<file path="src/rtl/life_window_gen.sv">
// life_window_gen: streaming 3x3 neighborhood generator with zero-padded borders.
// Revision 1.0
`default_nettype none

module life_window_gen #(
    parameter int WIDTH  = 16,
    parameter int HEIGHT = 16
) (
    input  logic       clk,
    input  logic       rst_n,
    input  logic       in_valid,
    input  logic       in_bit,
    output logic       in_ready,
    output logic       out_valid,
    output logic [8:0] neighbors,
    input  logic       out_ready,
    output logic       out_last
);

    localparam int HIST_LEN = 2 * WIDTH + 3;
    localparam int CELLS    = WIDTH * HEIGHT;
    localparam int XW       = $clog2(WIDTH);
    localparam int YW       = $clog2(HEIGHT);
    localparam int IW       = $clog2(CELLS);
    localparam int FW       = $clog2(WIDTH + 1);

    typedef enum logic [1:0] {
        FILL   = 2'd0,
        STREAM = 2'd1,
        FLUSH  = 2'd2
    } state_t;

    state_t                state, state_next;
    logic [HIST_LEN-1:0]   hist, hist_next;
    logic [IW-1:0]         in_idx;
    logic [FW-1:0]         flush_cnt;
    logic [XW-1:0]         ox;
    logic [YW-1:0]         oy;

    logic       slot_free, accept, flush_push, push, push_bit, produce, at_last;
    logic [8:0] win;

    always_comb begin
        slot_free  = !out_valid || out_ready;
        in_ready   = (state != FLUSH) && slot_free;
        accept     = in_valid && in_ready;
        flush_push = (state == FLUSH) && slot_free;
        push       = accept || flush_push;
        push_bit   = accept ? in_bit : 1'b0;
        hist_next  = {hist[HIST_LEN-2:0], push_bit};
        produce    = push && (state != FILL);
        at_last    = (ox == XW'(WIDTH - 1)) && (oy == YW'(HEIGHT - 1));
    end

    // hist_next[j] holds the cell pushed j steps ago; the centre lags by WIDTH+1.
    always_comb begin
        win[0] = hist_next[2*WIDTH+2];
        win[1] = hist_next[2*WIDTH+1];
        win[2] = hist_next[2*WIDTH];
        win[3] = hist_next[WIDTH+2];
        win[4] = hist_next[WIDTH+1];
        win[5] = hist_next[WIDTH];
        win[6] = hist_next[2];
        win[7] = hist_next[1];
        win[8] = hist_next[0];
        if (ox == '0) begin
            win[0] = 1'b0;
            win[3] = 1'b0;
            win[6] = 1'b0;
        end
        if (ox == XW'(WIDTH - 1)) begin
            win[2] = 1'b0;
            win[5] = 1'b0;
            win[8] = 1'b0;
        end
        if (oy == '0)                win[2:0] = 3'b000;
        if (oy == YW'(HEIGHT - 1))   win[8:6] = 3'b000;
    end

    always_comb begin
        state_next = state;
        case (state)
            FILL:    if (accept && in_idx == IW'(WIDTH))         state_next = STREAM;
            STREAM:  if (accept && in_idx == IW'(CELLS - 1))     state_next = FLUSH;
            FLUSH:   if (flush_push && flush_cnt == FW'(WIDTH))  state_next = FILL;
            default: state_next = FILL;
        endcase
    end

    always_ff @(posedge clk or negedge rst_n) begin
        if (!rst_n) begin
            state     <= FILL;
            hist      <= '0;
            in_idx    <= '0;
            flush_cnt <= '0;
        end else begin
            state <= state_next;
            if (push)
                hist <= hist_next;
            if (accept)
                in_idx <= (in_idx == IW'(CELLS - 1)) ? '0 : in_idx + IW'(1);
            if (flush_push)
                flush_cnt <= (flush_cnt == FW'(WIDTH)) ? '0 : flush_cnt + FW'(1);
        end
    end

    always_ff @(posedge clk or negedge rst_n) begin
        if (!rst_n) begin
            out_valid <= 1'b0;
            neighbors <= 9'h000;
            out_last  <= 1'b0;
            ox        <= '0;
            oy        <= '0;
        end else if (produce) begin
            out_valid <= 1'b1;
            neighbors <= win;
            out_last  <= at_last;
            if (ox == XW'(WIDTH - 1)) begin
                ox <= '0;
                oy <= (oy == YW'(HEIGHT - 1)) ? '0 : oy + YW'(1);
            end else begin
                ox <= ox + XW'(1);
            end
        end else if (out_ready) begin
            out_valid <= 1'b0;
            out_last  <= 1'b0;
        end
    end

endmodule

`default_nettype wire
</file>
<file path="config.mk">
export PLATFORM = sky130hd
export DESIGN_NAME = life_window_gen
export DESIGN_NICKNAME = d
export VERILOG_FILES = /design/src/rtl/life_window_gen.sv
export SDC_FILE = /design/constraint.sdc
export NUM_CORES = 1
export LEC_CHECK = 0
export CORE_MARGIN = 2
export CORE_UTILIZATION = 30
export CTS_CLUSTER_DIAMETER = 150
export CTS_CLUSTER_SIZE = 25
export DETAILED_ROUTE_END_ITERATION = 10
export PLACE_DENSITY = 0.52
export SYNTH_ARGS = -nofsm -noshare
export SYNTH_HDL_FRONTEND = slang
export SYNTH_SLANG_ARGS = --single-unit
</file>
<file path="constraint.sdc">
create_clock -name clk -period 1.68 [get_ports clk]
set_clock_uncertainty 0.05 [all_clocks]
set_input_delay 0.252 -clock clk [delete_from_list [all_inputs] [get_ports clk]]
set_output_delay 0.252 -clock clk [all_outputs]
set_load 0.005 [all_outputs]
</file>
Yosys cells after proc, flatten, opt, wreduce, memory -nomap -nowiden. Cells that the tools add are included.

Register bits: 68. Input bits: 5. Output and inout port bits: 12.

Add/subtract/negate cells: 4. Equality and inequality tests: 11. Mux-type cells: 20. Reduce and logical (&&, ||, !) cells: 18.

Operators by type and width (count): 2-to-1 mux 1 bit (10); adder 4 x 1 -> 4 bit, second input constant (2); adder 8 x 1 -> 8 bit, second input constant (1); == test 4 bit, second input constant (2); == test 8 x 5 -> 1 bit, second input constant (1); == test 8 bit, second input constant (1); logical AND 1 bit (8); logical NOT 4 bit (2); 2-to-1 mux 4 bit (2); 2-to-1 mux 8 bit (1); 2-to-1 mux 2 bit (3); 2-to-1 mux 3 bit (2); inequality test 2 bit, second input constant (3); case mux 2 bit (3 select lines) (1); adder 5 x 1 -> 5 bit, second input constant (1); == test 5 bit, second input constant (1); 2-to-1 mux 5 bit (1); nonzero test 2 bit (2); AND reduction 3 bit (1); == test 2 x 1 -> 1 bit, second input constant (1); == test 2 bit, second input constant (1); logical NOT 2 bit (1); logical OR 1 bit (2); inequality test 2 x 1 -> 1 bit, second input constant (1); other kinds (2) (2).

Depth between registers and ports, before layout. Gate-level depths: netlist of the first run.

Depth in word-level cells: 7. Mapped depth: 6. Depth with buffers taken out: 5.

Worst setup path before layout of the first run. No wires, ideal clock.

Path kind: register to register. From: register state[0]. To: register hist[10]. Arrival: 1371 ps. Path slack: 134 ps. Cell stages (with the launch flop): 6. Path buffers: 1. Clock period less this slack: 1546 ps. Cells stage by stage: dfrtp_1 > nand2b_4 > and3_4 > nor2_8 > buf_12 > mux2_4.

Word-level cells in the longest chain between the ends: 4. Elaborated cells on any way between the ends: 6. Those cells by class: eq/ne: 2; reduce/logical: 4.

Ends and longest elaborated chain: from (decl) (line 33) `state_t state, state_next;`; from (signal assigned) (line 97) `state <= state_next;`; inequality test 2 bit (line 45) `in_ready = (state != FLUSH) && slot_free;`; logical AND 1 bit (line 45); logical AND 1 bit (line 46) `accept = in_valid && in_ready;`; logical OR 1 bit * (line 48) `push = accept || flush_push;`; to (signal assigned) (line 99) `hist <= hist_next;`; to (decl) (line 34) `logic [HIST_LEN-1:0] hist, hist_next;`.

Mark *: on every way between the ends. The rest lies on a longest branch, timed or not. A chain may end at the register's enable or synchronous reset.

Final worst setup path of the first run.
From: register out_valid. To: register hist[28].

Word-level cells in the longest chain between the ends: 5. Elaborated cells on any way between the ends: 6. Those cells by class: reduce/logical: 6.

Ends and longest elaborated chain: from (decl) (line 14) `output logic out_valid,`; from (signal assigned) (line 109) `out_valid <= 1'b0;`; from (signal assigned) (line 115) `out_valid <= 1'b1;`; from (signal assigned) (line 125) `out_valid <= 1'b0;`; logical NOT 1 bit * (line 44) `slot_free = !out_valid || out_ready;`; logical OR 1 bit * (line 44); logical AND 1 bit (line 45); logical AND 1 bit (line 46); logical OR 1 bit * (line 48).

Marked as above.

==> metrics.cfg, run 1 <==
[sta]
rsz0062_at_grt = true
setup_violations = 0
hold_violations = 0
drv_slew = 0
fin_crit_ns = 1.63
period_share_pct = 96.9
tightestPinTransition_ns = 0.366
maxSlewHeadroom_pct = 75.6
max_clock_freq_mhz = 614
finalSetupTns_ns = 0

[global_routing]
antenna_found_initial = 0
grt_pass1_wl_mm = 9.79
grt_max_degree = 69
grt_pass1_vias = 2020
grt-ovfl-total = 0
track_usage_pct = 11.0

[placement]
dp_hpwl_mm = 3.65
portBuffers = 16
gp_congestion = 0.724
dp.cells = 415

[synth]
synth_top_cell_by_area = dfrtp_1
yosysWarnings = 0
synth_most_common_cell = dfrtp_1
yosysUniqueCellTypes = 39
synth-edff-count = 0
seq_area_frac_synth_pct = 53.6
yosysTopAreaCellShare_pct = 53.6
synthCells = 252
synth-seq-cells = 68
synth_ff_type = dfrtp_1
async_reset_ff_share_pct = 100
syn_area_per_cell_um2 = 12.6
syn-cell-area_mm2 = 0.00317
synth_commonest_cells = dfrtp_1 (68), mux2_4 (30), nand2_1 (27)
synthTopCellsByArea = dfrtp_1 (54%), mux2_4 (14%), nand2_1 (3.2%)
synth.net_count = 265

[die]
core_mm2 = 0.0103
dieArea_mm2 = 0.0114
row_count = 37
start_util_pct = 30.9
boundaryPins = 17
die_x_um = 107
die_h_um = 107

[worst_setup_path]
startpoint_type = flip-flop
cp_data_required_time_ns = 1.86
worst_setup_path_end_kind = flip-flop
worstPathMaxFanout = 5
crit_buf_inv = 2
path_cells = and2b_2 > buf_6 > nor2_4 > nor2_8 > clkbuf_16 > mux2_4
critPathTopFamily = simple AND/OR/NAND/NOR gates
worst_ep_arrival_time_ns = 1.81
critPathSlowestCell = dfrtp_2
critPathKind = flip-flop to flip-flop
slowest_delay_ns = 0.40

[cells_and_area]
drive_above_1_share_pct = 31.1
area_growth_pct = 24.2
fin_nets = 317
diodes = 0
fill_cells = 986
fin_cells = 445

[outcome]
status = finished clean

[worst_hold_path]
hold_path.class = input port to async pin

[detailed_routing]
first_iter_violations = 84
drt_wl_total_mm = 5.77
ant_nets = 0
remaining_drc_errors = 0
firstDrtPassIters = 4
wl_per_cell_um = 13.0
via_per_inst = 4.49
vias = 1997

[power_and_ir_drop]
ir_worst_vdd_mv = 0.523
p_per_area_mw_per_mm2 = 1320
p_leak_nw = 1.86

[flow_run]
cap_violations = 0

[cts]
cts_buffer_depth = 2
clock_latency_ns = 0.35
cts.sinks = 68
cts.clk_slew.worst_paths_ns = 0.08
cts_made_buffers = 9
htree_levels = 3
cts_root_buf = clkbuf_8
cts_tree = built

[cells by family after synthesis]
logic type / Yosys count / share of synthesized area [%]
buf+inv: 19 / 4.34
xor+xnor: 9 / 2.48
flops: 68 / 53.6
simple gates: 83 / 14.2
fa+ha+maj: 8 / 3.15
compound gates: 30 / 6.31
mux: 35 / 15.9
[cell type report]
| class | count | area, µm² | area share [%] |
|---|---|---|---|
| Sequential cell | 68 | 1700 | 43.2 |
| Multi-Input combinational cell | 166 | 1380 | 34.9 |
| Timing Repair Buffer | 48 | 477 | 12.1 |
| Tap cell | 136 | 170 | 4.32 |
| Inverter | 11 | 41.3 | 1.05 |
| Clock buffer | 9 | 124 | 3.14 |
| Clock inverter | 7 | 51.3 | 1.30 |
[final timing paths]
kind                                     startpoint                  endpoint  slack, ns  cells past startpoint
setup / recovery              out_valid$_DFFE_PN0P_      hist[28]$_DFFE_PN0P_       0.05                      6
hold / removal                                rst_n         oy[1]$_DFFE_PN0P_       0.41                      3
setup reg to reg              out_valid$_DFFE_PN0P_      hist[28]$_DFFE_PN0P_       0.05                      6
hold reg to reg            neighbors[1]$_DFFE_PN0P_  neighbors[1]$_DFFE_PN0P_       0.42                      2
max in group asynchronous                     rst_n     out_valid$_DFFE_PN0P_       0.86                      3
min in group clk           neighbors[1]$_DFFE_PN0P_  neighbors[1]$_DFFE_PN0P_       0.42                      2
[power breakdown]
| part | internal [mW] | switching, mW |
|---|---|---|
| clock | 0.539 | 0.665 |
| sequential | 1.98 | 0.316 |
| combinational | 0.929 | 0.769 |
| total | 3.45 | 1.75 |
[flip-flops by register name, indices dropped and copies added, names as in the netlist]
signal     count
hist          34
state          2
oy             4
neighbors      9
in_idx         8
flush_cnt      5
out_valid      1
ox             4
out_last       1
[worst reg2reg max path: stages, from the launching register on]
cell	delay, ns
dfrtp_2	0.40
and2b_2	0.20
buf_6	0.12
nor2_4	0.20
nor2_8	0.09
clkbuf_16	0.17
mux2_4	0.29
[layout by cell type (no fill, tap or decap), drive strengths merged, types with 3 or more instances in the layout]
cell	count
nand2	27
clkbuf	10
nand3	19
clkdlybuf4s50	12
mux2	34
a21oi	3
inv	12
ha	8
o21ai	19
xnor2	7
nor2	14
nand4	7
clkinv	4
buf	32
and3	5
dfrtp	68
[timing repair]
item | 4_1_cts | 5_1_grt
buffers inserted | 4 | 7
resized for setup | 7 | 12
setup endpoints to repair | 35 | 26
cloned | 1 | 1
hold buffers | 1 | 0
pin swaps | 2 | 6
endpoints found under the hold margin | 68 | 0
[metrics by stage]
| stage | power, mW | util [%] | hold WS [ns] | setup slack [ns] | cell area [µm²] |
|---|---|---|---|---|---|
| 3_5_place_dp | 3.76 | 34.6 | 0.255 | -0.551 | 3560 |
| 4_1_cts | 5.08 | 37.0 | 0.422 | -0.0617 | 3800 |
| 3_3_place_gp | 3.73 | 34.6 | 0.258 | -0.539 | 3560 |
| 6_report | 5.20 | 38.4 | 0.408 | 0.0519 | 3940 |
| 5_1_grt | 5.56 | 38.4 | 0.425 | -0.00760 | 3940 |
| 2_1_floorplan | 3.39 | - | -0.0936 | 0.134 | 3170 |
[metal layers]
layer	GRT usage (%)	vias to the layer above	routed length, µm
met5	0	-	0
met4	3.34	0	69
met3	4.50	8	218
met2	16.6	24	2620
met1	14.6	977	2870
li1	-	988	-
(Power assumes the default switching activity.)
==> inputs of run 2 (changes only) <==
==> constraint.sdc (replaced) <==
create_clock -name clk -period 1.5 [get_ports clk]
set_clock_uncertainty 0.05 [all_clocks]
set_input_delay 0.225 -clock clk [delete_from_list [all_inputs] [get_ports clk]]
set_output_delay 0.225 -clock clk [all_outputs]
set_load 0.005 [all_outputs]
==> run 2 against run 1 <==
- the run now ends with setup timing left
- register-to-register slack worse by 0.19 ns
- highest routed layer unchanged
- clock power up 33%
- worst hold slack worse by 0.13 ns
- critical path type unchanged
==> metrics.cfg, run 2 (same netlist as run 1, synthesis figures left out) <==
[cells_and_area]
final_cell_mix = dfrtp_1 (68), mux2_4 (34), buf_4 (25), nand2_1 (20), nand3_1 (18)
design_area_mm2 = 0.00422  ; +7.1%
fin_nets = 331  ; +4.4%
largest_registers = hist: 34 flops, neighbors: 9 flops, in_idx: 8 flops
drive_above_1_share_pct = 39.3  ; +8.3 points
diodes = 0  ; unchanged
area_growth_pct = 33.0
mostFrequentLayoutCell = dfrtp_1
largest_reg_flops = 34  ; unchanged
post-route-util_pct = 41.1  ; +2.7 points
regMostFlops = hist

[outcome]
violations = setup timing
status = finished with violations

[die]
die_h_um = 107  ; unchanged
core_mm2 = 0.0103  ; unchanged
dieArea_mm2 = 0.0114  ; unchanged
row_count = 37  ; unchanged
start_util_pct = 30.9  ; unchanged
boundaryPins = 17  ; unchanged
die_x_um = 107  ; unchanged

[worst_setup_path]
startpoint_type = flip-flop
worst_setup_path_end_kind = flip-flop
crit_buf_inv = 3  ; +1
worstPathMaxFanout = 7  ; +2
worst_ep_arrival_time_ns = 1.83  ; +0.02 ns
critPathSlowestCell = dfrtp_1
path_cells = buf_4 > buf_6 > nand2b_4 > and3_4 > nor2_4 > buf_12 > mux2_4
cp_data_required_time_ns = 1.69  ; -0.17 ns
slowest_delay_ns = 0.40  ; about the same
critPathTopFamily = flip-flops
critPathKind = flip-flop to flip-flop

[cts]
clock_latency_ns = 0.35  ; about the same
cts.clk_slew.worst_paths_ns = 0.09  ; about the same
cts.sinks = 68  ; unchanged
cts_tree = built
cts_root_buf = clkbuf_8
cts_buffer_depth = 2  ; unchanged
cts_made_buffers = 9  ; unchanged
htree_levels = 3  ; unchanged

[sta]
fin_ws_ns = -0.142  ; -0.193 ns
tightestPinTransition_ns = 0.421  ; +0.0549 ns
drv_slew = 0  ; unchanged
setup_violations = 41  ; +41
period_share_pct = 109  ; +13 points
hold_violations = 0  ; unchanged
rsz0062_at_grt = true
fin_crit_ns = 1.64  ; +0.0134 ns
maxSlewHeadroom_pct = 71.9  ; -3.7 points
max_clock_freq_mhz = 609  ; -0.81%

[global_routing]
grt_pass1_vias = 2133  ; +5.6%
antenna_found_initial = 0  ; unchanged
track_usage_pct = 11.7  ; +0.61 points
grt_max_degree = 38  ; -45%
grt-ovfl-total = 0  ; unchanged
grt_pass1_wl_mm = 10.4  ; +6.7%

[placement]
dp_hpwl_mm = 3.88  ; +6.3%
gp_congestion = 0.776  ; +7.2%
dpl_cell_area_mm2 = 0.00358  ; +0.63%
portBuffers = 16  ; unchanged

[detailed_routing]
firstDrtPassIters = 4  ; unchanged
wl_per_cell_um = 13.5  ; +4.0%
first_iter_violations = 54  ; -36%
via_per_inst = 4.56  ; +1.7%
drt_wl_total_mm = 6.19  ; +7.3%
ant_nets = 0  ; unchanged
remaining_drc_errors = 0  ; unchanged
vias = 2094  ; +4.9%

[power_and_ir_drop]
p_leak_nw = 2.10  ; +13%
p_int_mw = 4.22  ; +22%
ir_worst_vdd_mv = 0.600  ; +15%
p_clk_share_pct = 25.2  ; +2.1 points
switching_power_mw = 2.11  ; +20%
p_sw_share_pct = 33.3  ; -0.36 points
p_per_area_mw_per_mm2 = 1500  ; +14%
seqPwrFrac_pct = 40.7  ; -3.5 points
combPwrFrac_pct = 34.1  ; +1.5 points

[worst_hold_path]
hold_path.class = input port to async pin

[flow_run]
cap_violations = 0  ; unchanged

==> run 2: changes by cell type in the layout (fill, tap and decap cells not counted), sizes merged <==
cell,delta
buf,+14
bufinv,+1
clkbuf,+1
clkdlybuf4s50,-8
clkinv,-4
dlygate4sd2,+2
dlymetal6s2s,+5
inv,+3
==> run 2: area by class of cell <==
type / instances / area (µm²)
Clock inverter: 7 / 82.6
Clock buffer: 9 / 124
Sequential cell: 68 / 1700
Inverter: 11 / 41.3
Tap cell: 136 / 170
Multi-Input combinational cell: 166 / 1460
Timing Repair Buffer: 62 / 641
Fill cell: 999 / 6050
==> run 2: timing repair <==
action	CTS	global route
pin swaps	6	21
resized for setup	24	48
hold endpoints to repair	16	0
buffers inserted	15	8
hold buffers	1	0
endpoints found under the setup margin	60	63
cloned	1	1
==> run 2: power groups by stage <==
stage	clock [mW]	sequential, mW	combinational, mW
after floorplan	0	2.52	1.28
after global placement	0	2.60	1.60
after detailed placement	0	2.60	1.63
after CTS	1.64	2.56	1.95
after global routing	1.72	2.64	2.39
final	1.59	2.57	2.16
==> run 2: metal layers <==
metal / global-route usage [%] / wire (µm) / vias to the layer above
li1: - / - / 1011
met5: 0 / 0 / -
met3: 3.53 / 202 / 4
met4: 3.06 / 44 / 0
met1: 15.8 / 3060 / 1052
met2: 18.2 / 2880 / 27
==> run 2: worst reg2reg max path, delay by kind of cell, from the launching register on <==
family	cells	cell delay, ns
flip-flops	1	0.40
buffers and inverters	3	0.40
AND/OR/NAND/NOR	3	0.40
multiplexers	1	0.29
==> run 2: final timing paths <==
| path | cells past startpoint | startpoint | slack (ns) | endpoint |
|---|---|---|---|---|
| max in group asynchronous | 3 | rst_n | 0.56 | in_idx[5]$_DFFE_PN0N_ |
| worst min register to register | 1 | flush_cnt[3]$_DFFE_PN0P_ | 0.44 | flush_cnt[3]$_DFFE_PN0P_ |
| min in group clk | 4 | out_ready | 0.39 | out_last$_DFFE_PN0P_ |
| worst min-delay path | 2 | rst_n | 0.28 | hist[15]$_DFFE_PN0P_ |
| worst max register to register | 7 | out_valid$_DFFE_PN0P_ | -0.14 | hist[1]$_DFFE_PN0P_ |
| worst max-delay path | 7 | out_valid$_DFFE_PN0P_ | -0.14 | hist[1]$_DFFE_PN0P_ |
==> run 2: per-stage QoR <==
| stage | setup TNS, ns | total power, mW | hold slack [ns] | instances | worst slack (ns) |
|---|---|---|---|---|---|
| 6_report | -4.79 | 6.33 | 0.282 | 459 | -0.142 |
| 3_3_place_gp | -28.50 | 4.20 | 0.133 | 418 | -0.653 |
| 3_5_place_dp | -29.19 | 4.23 | 0.143 | 418 | -0.681 |
| 5_1_grt | -7.97 | 6.75 | 0.319 | 459 | -0.197 |
| 2_1_floorplan | -1.38 | 3.80 | -0.121 | 252 | -0.0458 |
| 4_1_cts | -4.52 | 6.15 | 0.287 | 451 | -0.147 |
==> inputs of run 3 (changes only) <==
--- a/config.mk
+++ b/config.mk
@@ -11,6 +11,7 @@
 export CTS_CLUSTER_SIZE = 25
 export DETAILED_ROUTE_END_ITERATION = 10
 export PLACE_DENSITY = 0.52
+export SKIP_CTS_REPAIR_TIMING = 1
 export SYNTH_ARGS = -nofsm -noshare
 export SYNTH_HDL_FRONTEND = slang
 export SYNTH_SLANG_ARGS = --single-unit
==> run 3 against run 2 <==
- the flow still finishes with violations (setup timing)
- combinational power decreased by 9%
- die area unchanged
- maximum frequency up 2.4%
- first-iteration DRC count grew 9.3%
- clock power hardly changed
- setup slack improved by 0.038 ns
- critical endpoint is now in_ready
- largest power group unchanged
==> metrics.cfg, run 3 (same netlist as run 1, synthesis figures left out) <==
[worst_setup_path]
critPathKind = input port to output port
worst_ep_arrival_time_ns = 1.33  ; -0.50 ns
slowest_delay_ns = 0.51  ; +0.11 ns
critPathSlowestCell = clkdlybuf4s50_1
crit_start = out_ready
worstPathMaxFanout = 3  ; -4
cp_data_required_time_ns = 1.22  ; -0.47 ns
path_cells = clkdlybuf4s50_1 > and2b_2 > buf_6 > nor2_4 > clkbuf_2
worst_setup_path_end_kind = output port
reg2reg_from = out_valid$_DFFE_PN0P_
startpoint_type = input port

[die]
die_h_um = 107  ; unchanged
boundaryPins = 17  ; unchanged
row_count = 37  ; unchanged
dieArea_mm2 = 0.0114  ; unchanged
core_mm2 = 0.0103  ; unchanged
start_util_pct = 30.9  ; unchanged
die_x_um = 107  ; unchanged

[global_routing]
grt-ovfl-total = 0  ; unchanged
grt_max_degree = 38  ; unchanged
track_usage_pct = 11.0  ; -0.65 points
use_met2_pct = 16.8  ; -1.5 points
grt_pass1_vias = 2047  ; -4.0%
use_met3_pct = 3.53  ; unchanged
grt_pass1_wl_mm = 9.94  ; -4.9%
gr-usage-met1_pct = 15.1  ; -0.70 points
antenna_found_initial = 0  ; unchanged
top_usage_layer = met2

[sta]
fin_crit_ns = 1.60  ; -0.0384 ns
rsz0062_at_grt = true
maxSlewHeadroom_pct = 72.0  ; about the same
period_share_pct = 107  ; -2.6 points
tightestPinTransition_ns = 0.420  ; -0.00101 ns
setup_violations = 41  ; unchanged
fin_ws_ns = -0.103  ; +0.0384 ns
max_clock_freq_mhz = 624  ; +2.4%
hold_violations = 0  ; unchanged
drv_slew = 0  ; unchanged
hold_ws_ns = 0.281  ; -0.000881 ns

[placement]
dp_hpwl_mm = 3.88  ; unchanged
gp_congestion = 0.776  ; unchanged
place_ws_ns = -0.681  ; unchanged
portBuffers = 16  ; unchanged

[detailed_routing]
first_iter_violations = 59  ; +9.3%
wl_per_cell_um = 13.5  ; -0.26%
firstDrtPassIters = 4  ; unchanged
remaining_drc_errors = 0  ; unchanged
drt_wl_total_mm = 6.07  ; -2.0%
vias = 2038  ; -2.7%
ant_nets = 0  ; unchanged
via_per_inst = 4.52  ; -0.95%

[cts]
cts_made_buffers = 9  ; unchanged
cts.sinks = 68  ; unchanged
cts_buffer_depth = 2  ; unchanged
cts.clk_slew.worst_paths_ns = 0.09  ; about the same
htree_levels = 3  ; unchanged
cts_tree = built
cts_root_buf = clkbuf_8
clock_latency_ns = 0.35  ; about the same

[outcome]
violations = setup timing
status = finished with violations

[cells_and_area]
fill_cells = 1022  ; +2.3%
largest_registers = hist: 34 flops, neighbors: 9 flops, in_idx: 8 flops
fin_nets = 323  ; -2.4%
final_cell_mix = dfrtp_1 (68), mux2_4 (33), nand2_1 (27), buf_4 (25), nand3_1 (18)
drive_above_1_share_pct = 33.0  ; -6.3 points
diodes = 0  ; unchanged
regMostFlops = hist
post-route-util_pct = 39.5  ; -1.5 points
multi_input_area_mm2 = 0.00140  ; -4.4%
largest_reg_flops = 34  ; unchanged
area_growth_pct = 28.0
mostFrequentLayoutCell = dfrtp_1
seq_area_mm2 = 0.00170  ; unchanged

[power_and_ir_drop]
p_per_area_mw_per_mm2 = 1510  ; +0.63%
ir_worst_vdd_mv = 0.555  ; -7.6%
p_leak_nw = 2.06  ; -1.6%

[flow_run]
cap_violations = 0  ; unchanged

[worst_hold_path]
hold_path.class = input port to async pin

[run 3: layer usage]
| layer | vias to the layer above | wire, µm |
|---|---|---|
| met5 | - | 0 |
| met4 | 0 | 59 |
| met3 | 6 | 181 |
| met2 | 25 | 2750 |
| met1 | 1017 | 3070 |
| li1 | 990 | - |
[run 3: critical path, delay by kind of cell]
kind / cells / cell delay, ns
buffers and inverters: 3 / 0.76
AND/OR/NAND/NOR: 2 / 0.34
[run 3: power by group]
part	switching [mW]	total [mW]	leakage (nW)	internal [mW]
Clock	0.796	1.59	0.0988	0.796
Sequential	0.343	2.56	0.905	2.22
Combinational	0.891	1.97	1.06	1.08
Total	2.03	6.13	2.06	4.10
[run 3: through the flow]
step                      power [mW]  cell area (µm²)  setup TNS [ns]  cells
after floorplan                 3.80             3170           -1.38    252
after global placement          4.20             3580          -28.50    418
after detailed placement        4.23             3580          -29.19    418
after CTS                       5.85             3790          -14.46    434
after global routing            6.55             4060           -5.96    451
final                           6.13             4060           -2.70    451
[run 3: cell type report]
cell class | instances | area share, %
Clock inverter | 7 | 2.03
Sequential cell | 68 | 41.9
Clock buffer | 9 | 3.05
Timing Repair Buffer | 54 | 13.4
Inverter | 11 | 1.02
Tap cell | 136 | 4.19
Multi-Input combinational cell | 166 | 34.4
[run 3: path summary, 6_finish.rpt]
path	endpoint	slack (ns)	cells after the start
setup / recovery	in_ready	-0.10	5
hold / removal	hist[15]$_DFFE_PN0P_	0.28	2
setup reg to reg	hist[27]$_DFFE_PN0P_	-0.10	6
hold reg to reg	neighbors[1]$_DFFE_PN0P_	0.43	2
max in group asynchronous	in_idx[5]$_DFFE_PN0N_	0.56	3
min in group clk	neighbors[1]$_DFFE_PN0P_	0.43	2
